**src/rtl/and_gate_tester.sv**
```systemverilog
// Stimulus driver and checker for a registered 2-input AND gate.
// Ports: clk/rst, start, s_in <- gate, a_out/b_out -> gate, busy, done,
//   pass, err_cnt, fail_mask.
module and_gate_tester #(
  parameter int HOLD_CYCLES = 4,
  parameter int ERR_W       = 4
) (
  input  logic             clk,
  input  logic             rst,
  input  logic             start,
  input  logic             s_in,
  output logic             a_out,
  output logic             b_out,
  output logic             busy,
  output logic             done,
  output logic             pass,
  output logic [ERR_W-1:0] err_cnt,
  output logic [3:0]       fail_mask
);

  typedef enum logic {
    IDLE,
    DRIVE
  } state_t;

  localparam logic [7:0] HOLD_LAST = 8'(HOLD_CYCLES - 1);

  state_t           r_state;
  logic [1:0]       r_vec;
  logic [7:0]       r_hold;
  logic             r_a;
  logic             r_b;
  logic             r_busy;
  logic             r_done;
  logic             r_pass;
  logic [ERR_W-1:0] r_err;
  logic [3:0]       r_mask;

  state_t           w_state;
  logic [1:0]       w_vec;
  logic [7:0]       w_hold;
  logic             w_a;
  logic             w_b;
  logic             w_busy;
  logic             w_done;
  logic             w_pass;
  logic [ERR_W-1:0] w_err;
  logic [3:0]       w_mask;
  logic             w_mis;

  // The gate output is compared against the vector currently applied.
  assign w_mis = s_in != (r_a & r_b);

  always_ff @(posedge clk) begin
    if (rst) begin
      r_state <= IDLE;
      r_vec   <= '0;
      r_hold  <= '0;
      r_a     <= 1'b0;
      r_b     <= 1'b0;
      r_busy  <= 1'b0;
      r_done  <= 1'b0;
      r_pass  <= 1'b0;
      r_err   <= '0;
      r_mask  <= '0;
    end else begin
      r_state <= w_state;
      r_vec   <= w_vec;
      r_hold  <= w_hold;
      r_a     <= w_a;
      r_b     <= w_b;
      r_busy  <= w_busy;
      r_done  <= w_done;
      r_pass  <= w_pass;
      r_err   <= w_err;
      r_mask  <= w_mask;
    end
  end

  always_comb begin
    w_state = r_state;
    w_vec   = r_vec;
    w_hold  = r_hold;
    w_a     = r_a;
    w_b     = r_b;
    w_busy  = r_busy;
    w_done  = 1'b0;
    w_pass  = r_pass;
    w_err   = r_err;
    w_mask  = r_mask;
    unique case (r_state)
      IDLE: begin
        if (start) begin
          w_state = DRIVE;
          w_busy  = 1'b1;
          w_vec   = '0;
          w_hold  = '0;
          w_a     = 1'b0;
          w_b     = 1'b0;
          w_pass  = 1'b0;
          w_err   = '0;
          w_mask  = '0;
        end
      end
      DRIVE: begin
        if (r_hold == HOLD_LAST) begin
          w_hold = '0;
          w_vec  = r_vec + 2'd1;
          if (w_mis) begin
            if (r_err != {ERR_W{1'b1}}) begin
              w_err = r_err + ERR_W'(1);
            end
            w_mask[r_vec] = 1'b1;
          end
          if (r_vec == 2'd3) begin
            w_state = IDLE;
            w_busy  = 1'b0;
            w_done  = 1'b1;
            w_a     = 1'b0;
            w_b     = 1'b0;
            // Verdict must include this last compare.
            w_pass  = (r_err == '0) && !w_mis;
          end else begin
            w_a = w_vec[1];
            w_b = w_vec[0];
          end
        end else begin
          w_hold = r_hold + 8'd1;
        end
      end
      default: begin
        w_state = IDLE;
      end
    endcase
  end

  assign a_out     = r_a;
  assign b_out     = r_b;
  assign busy      = r_busy;
  assign done      = r_done;
  assign pass      = r_pass;
  assign err_cnt   = r_err;
  assign fail_mask = r_mask;

endmodule
```
**config.mk**
```make
export PLATFORM = sky130hd
export DESIGN_NAME = and_gate_tester
export DESIGN_NICKNAME = d
export VERILOG_FILES = /design/src/rtl/and_gate_tester.sv
export SDC_FILE = /design/constraint.sdc
export NUM_CORES = 1
export LEC_CHECK = 0
export CORE_UTILIZATION = 47
export CTS_CLUSTER_SIZE = 14
export DETAILED_ROUTE_END_ITERATION = 8
export GPL_ROUTABILITY_DRIVEN = 0
export PLACE_DENSITY = 0.8
export SLEW_MARGIN = 40
export SYNTH_ARGS = -nofsm -noshare
export SYNTH_HDL_FRONTEND = slang
export SYNTH_SLANG_ARGS = --single-unit
```
**constraint.sdc**
```tcl
create_clock -name clk -period 2.2 [get_ports clk]
set_input_delay 0.33 -clock clk [delete_from_list [all_inputs] [get_ports clk]]
set_output_delay 0.33 -clock clk [all_outputs]
set_load 0.005 [all_outputs]
```
==> impl_metrics.toml <==
[cts]
cts.path.max_buffers = 2
cts_hold_repair.buffers = 0
clkTransAtPathRegs_ns = 0.13
cts_buf_count = 3
cts_root_buf = "sky130_fd_sc_hd__clkbuf_4"
post-cts-setup-buffers = 0
clock_tree_from_tritoncts = "yes"
clock_network_latency_to_the_later_pin_of_the_worst_skew_pair_ns = 0.31
clock_sink_count = 22
cts_h_tree_depth = 1
cts_resized = 0

[setup_path]
setup.worst_path.end_class = "flop"
worst-setup-path-type = "reg -> reg"
crit_path_max_fanout = 11
end_of_the_worst_register_to_register_path = "err_cnt[2]$_SDFFE_PP0P_"
reg2reg_from = "r_hold[0]$_SDFFE_PP0P_"
ff2ff_path_depth = 5
cp-start-kind = "flop"
cp.required_ns = 2.43
worst_ep_arrival_time_ns = 2.22
r2r_setup_slk_ns = 0.21

[timing]
slew_headroom = 0.571
rsz0062_at_grt = "no"
layout_min_cycle_time_ns = 1.99
slew_viol_final = 0
finalSetupViolCount = 0
finalWorstSetupSlack_ns = 0.210
finalCritPeriodShare = 0.904
tns_ns = 0
worst_pin_slew_ns = 0.642
finalClockSkew_ns = 0.00387
max_freq_mhz = 503
finalHoldViolCount = 0

[floorplanning]
floorplan.io_pins = 17
rows = 17
die_area_um2 = 2650
initial_utilization = 0.510
die_y_um = 51.5
floorplan.core_area_um2 = 2250
die_x_um = 51.5

[yosys]
synthFlopType = "sky130_fd_sc_hd__dfxtp_1"
ys_ff_latch = 22
ys_warn_count = 0
yosys.area.top_type = "sky130_fd_sc_hd__dfxtp_1"
number_of_flops_mapped_to_enable_cells_by_yosys = 0
post-synth-top-area-fraction = 0.383
synth_async_sr_flop_share = 0
synthesis.area_per_instance_um2 = 8.85
synth.yosys.seq_area_share = 0.383
synthTopCellsByArea = "sky130_fd_sc_hd__dfxtp_1, sky130_fd_sc_hd__ha_1, sky130_fd_sc_hd__nor2_1"
gate_count_of_the_mapped_netlist = 130
synth_area_um2 = 1150
syn_nets = 142
synthDistinctLibCells = 42
synth_top_cells_by_count = "sky130_fd_sc_hd__dfxtp_1, sky130_fd_sc_hd__nor2_1, sky130_fd_sc_hd__a21oi_1"
synthMostInstantiatedCell = "sky130_fd_sc_hd__dfxtp_1"

[run_status]
outcome = "completed"

[power]
report.power.total_uw = 796
power_density_nw_per_um2 = 580
static-leakage-power_nw = 0.499
vdd_ir_drop_max_uv = 612

[min_path]
endpoint_worst_hold = "fail_mask[2]$_SDFFE_PP0P_"
hold_class = "reg -> reg"
source_of_the_worst_hold_timing_path = "fail_mask[2]$_SDFFE_PP0P_"
whs_path_depth = 2

[final_layout]
multiInputGateArea_um2 = 644
antenna_cells_inserted = 0
syn2layout_area_growth_pct = 19.5
fillerInstances = 209
count_of_non_filler_cells_in_the_finished_layout = 174
seq_area_um2 = 440
drive_above_1_share = 0.103
num-nets-final = 159

[global_routing]
track_usage = 0.201
grt_peak_use_layer = "met2"
grt_start_max_net_pins = 19
met3_usage = 0.0625
grt_remaining_overflow = 0
grt_antenna_before_repair = 0
grt_util_met2 = 0.342
number_of_global_route_vias_before_repair = 912
met1_usage = 0.247
global_route_wire_length_before_repair_um = 4000

[placed_design]
pre_cts_ws_ns = 0.258
port_buffers = 16
dpl.hpwl_um = 1730
dp_cells = 170

[drt]
detail_route.first_pass.iterations = 4
drt_iter0_markers = 19
routedWlPerCell_um = 13.5
post_drt_via_cell_ratio = 5.78
routed_wl_um = 2350
post-route-drc-count = 0
vias = 1005
ant_nets = 0

[run]
maxCapViolCount = 0
==> cells by family (layout without fill, tap and decap cells) <==
logic type,count (synthesis),after routing,synth area share
adders and majority gates,8,8,0.0871
AOI/OAI and AO/OA,38,38,0.237
buffers and inverters,13,29,0.0566
muxes,1,1,0.00871
and+or+nand+nor,48,48,0.227
DFF,22,22,0.383
==> where the power goes <==
group	internal (mW)	leakage (nW)	switching, mW
logic	0.0316	0.293	0.0426
registers	0.405	0.178	0.00558
clock network	0.184	0.0279	0.127
==> cell type report <==
cell class | instances | area share
sequential | 22 | 0.321
clock buffer | 3 | 0.0164
multi-input combinational | 95 | 0.469
timing repair buffer | 18 | 0.128
tap | 28 | 0.0255
inverter | 7 | 0.0191
clock inverter | 1 | 0.0219
==> worst max-delay path, stage by stage, from the launching register on <==
cell and delay (ns):
sky130_fd_sc_hd__dfxtp_1 0.41, sky130_fd_sc_hd__ha_1 0.20, sky130_fd_sc_hd__or4bb_4 0.58, sky130_fd_sc_hd__o21ai_4 0.31, sky130_fd_sc_hd__a31oi_1 0.16, sky130_fd_sc_hd__a311oi_2 0.24
==> sequential cells by signal, indices dropped and copies added (netlist names) <==
name,count
a_out,1
r_hold,8
done,1
pass,1
r_vec,1
err_cnt,4
fail_mask,4
busy,1
r_state,1
==> cell usage in the layout (no fill, tap or decap), types with 2 or more instances in the layout <==
cell,n
sky130_fd_sc_hd__a211oi_1,3
sky130_fd_sc_hd__a21o_1,2
sky130_fd_sc_hd__a21oi_1,9
sky130_fd_sc_hd__a31oi_1,8
sky130_fd_sc_hd__buf_4,2
sky130_fd_sc_hd__clkbuf_4,3
sky130_fd_sc_hd__clkdlybuf4s50_1,16
sky130_fd_sc_hd__dfxtp_1,22
sky130_fd_sc_hd__ha_1,8
sky130_fd_sc_hd__inv_1,6
sky130_fd_sc_hd__nand2_1,7
sky130_fd_sc_hd__nand2b_1,2
sky130_fd_sc_hd__nand3_1,4
sky130_fd_sc_hd__nand3b_1,2
sky130_fd_sc_hd__nor2_1,14
sky130_fd_sc_hd__nor3_1,6
sky130_fd_sc_hd__nor3b_1,4
sky130_fd_sc_hd__o21ai_0,4
==> metal layers <==
layer | wire (um) | up-vias
met2 | 1120 | 20
met5 | 0 | -
met4 | 11 | 0
met3 | 77 | 2
met1 | 1140 | 472
li1 | - | 511
==> per-stage QoR <==
| step | cell area [um^2] | util | hold slack (ns) |
|---|---|---|---|
| final | 1370 | 0.609 | 0.486 |
| after floorplan | 1150 | - | 0.458 |
| after global placement | 1320 | 0.586 | 0.454 |
| after global routing | 1370 | 0.609 | 0.518 |
| after CTS | 1370 | 0.609 | 0.491 |
| after detailed placement | 1320 | 0.586 | 0.460 |
==> worst max-delay path by stage <==
stage | start | slack, ns | cells after the start | end
floorplan | r_hold[0]$_SDFFE_PP0P_ | 0.40 | 6 | err_cnt[2]$_SDFFE_PP0P_
global placement | r_hold[0]$_SDFFE_PP0P_ | 0.29 | 5 | err_cnt[1]$_SDFFE_PP0P_
detailed placement | r_hold[0]$_SDFFE_PP0P_ | 0.26 | 5 | err_cnt[1]$_SDFFE_PP0P_
CTS | r_hold[0]$_SDFFE_PP0P_ | 0.23 | 5 | err_cnt[1]$_SDFFE_PP0P_
global route | r_hold[0]$_SDFFE_PP0P_ | 0.12 | 5 | err_cnt[2]$_SDFFE_PP0P_
finish | r_hold[0]$_SDFFE_PP0P_ | 0.21 | 5 | err_cnt[2]$_SDFFE_PP0P_
No activity file was read; power rests on OpenSTA's default activity.
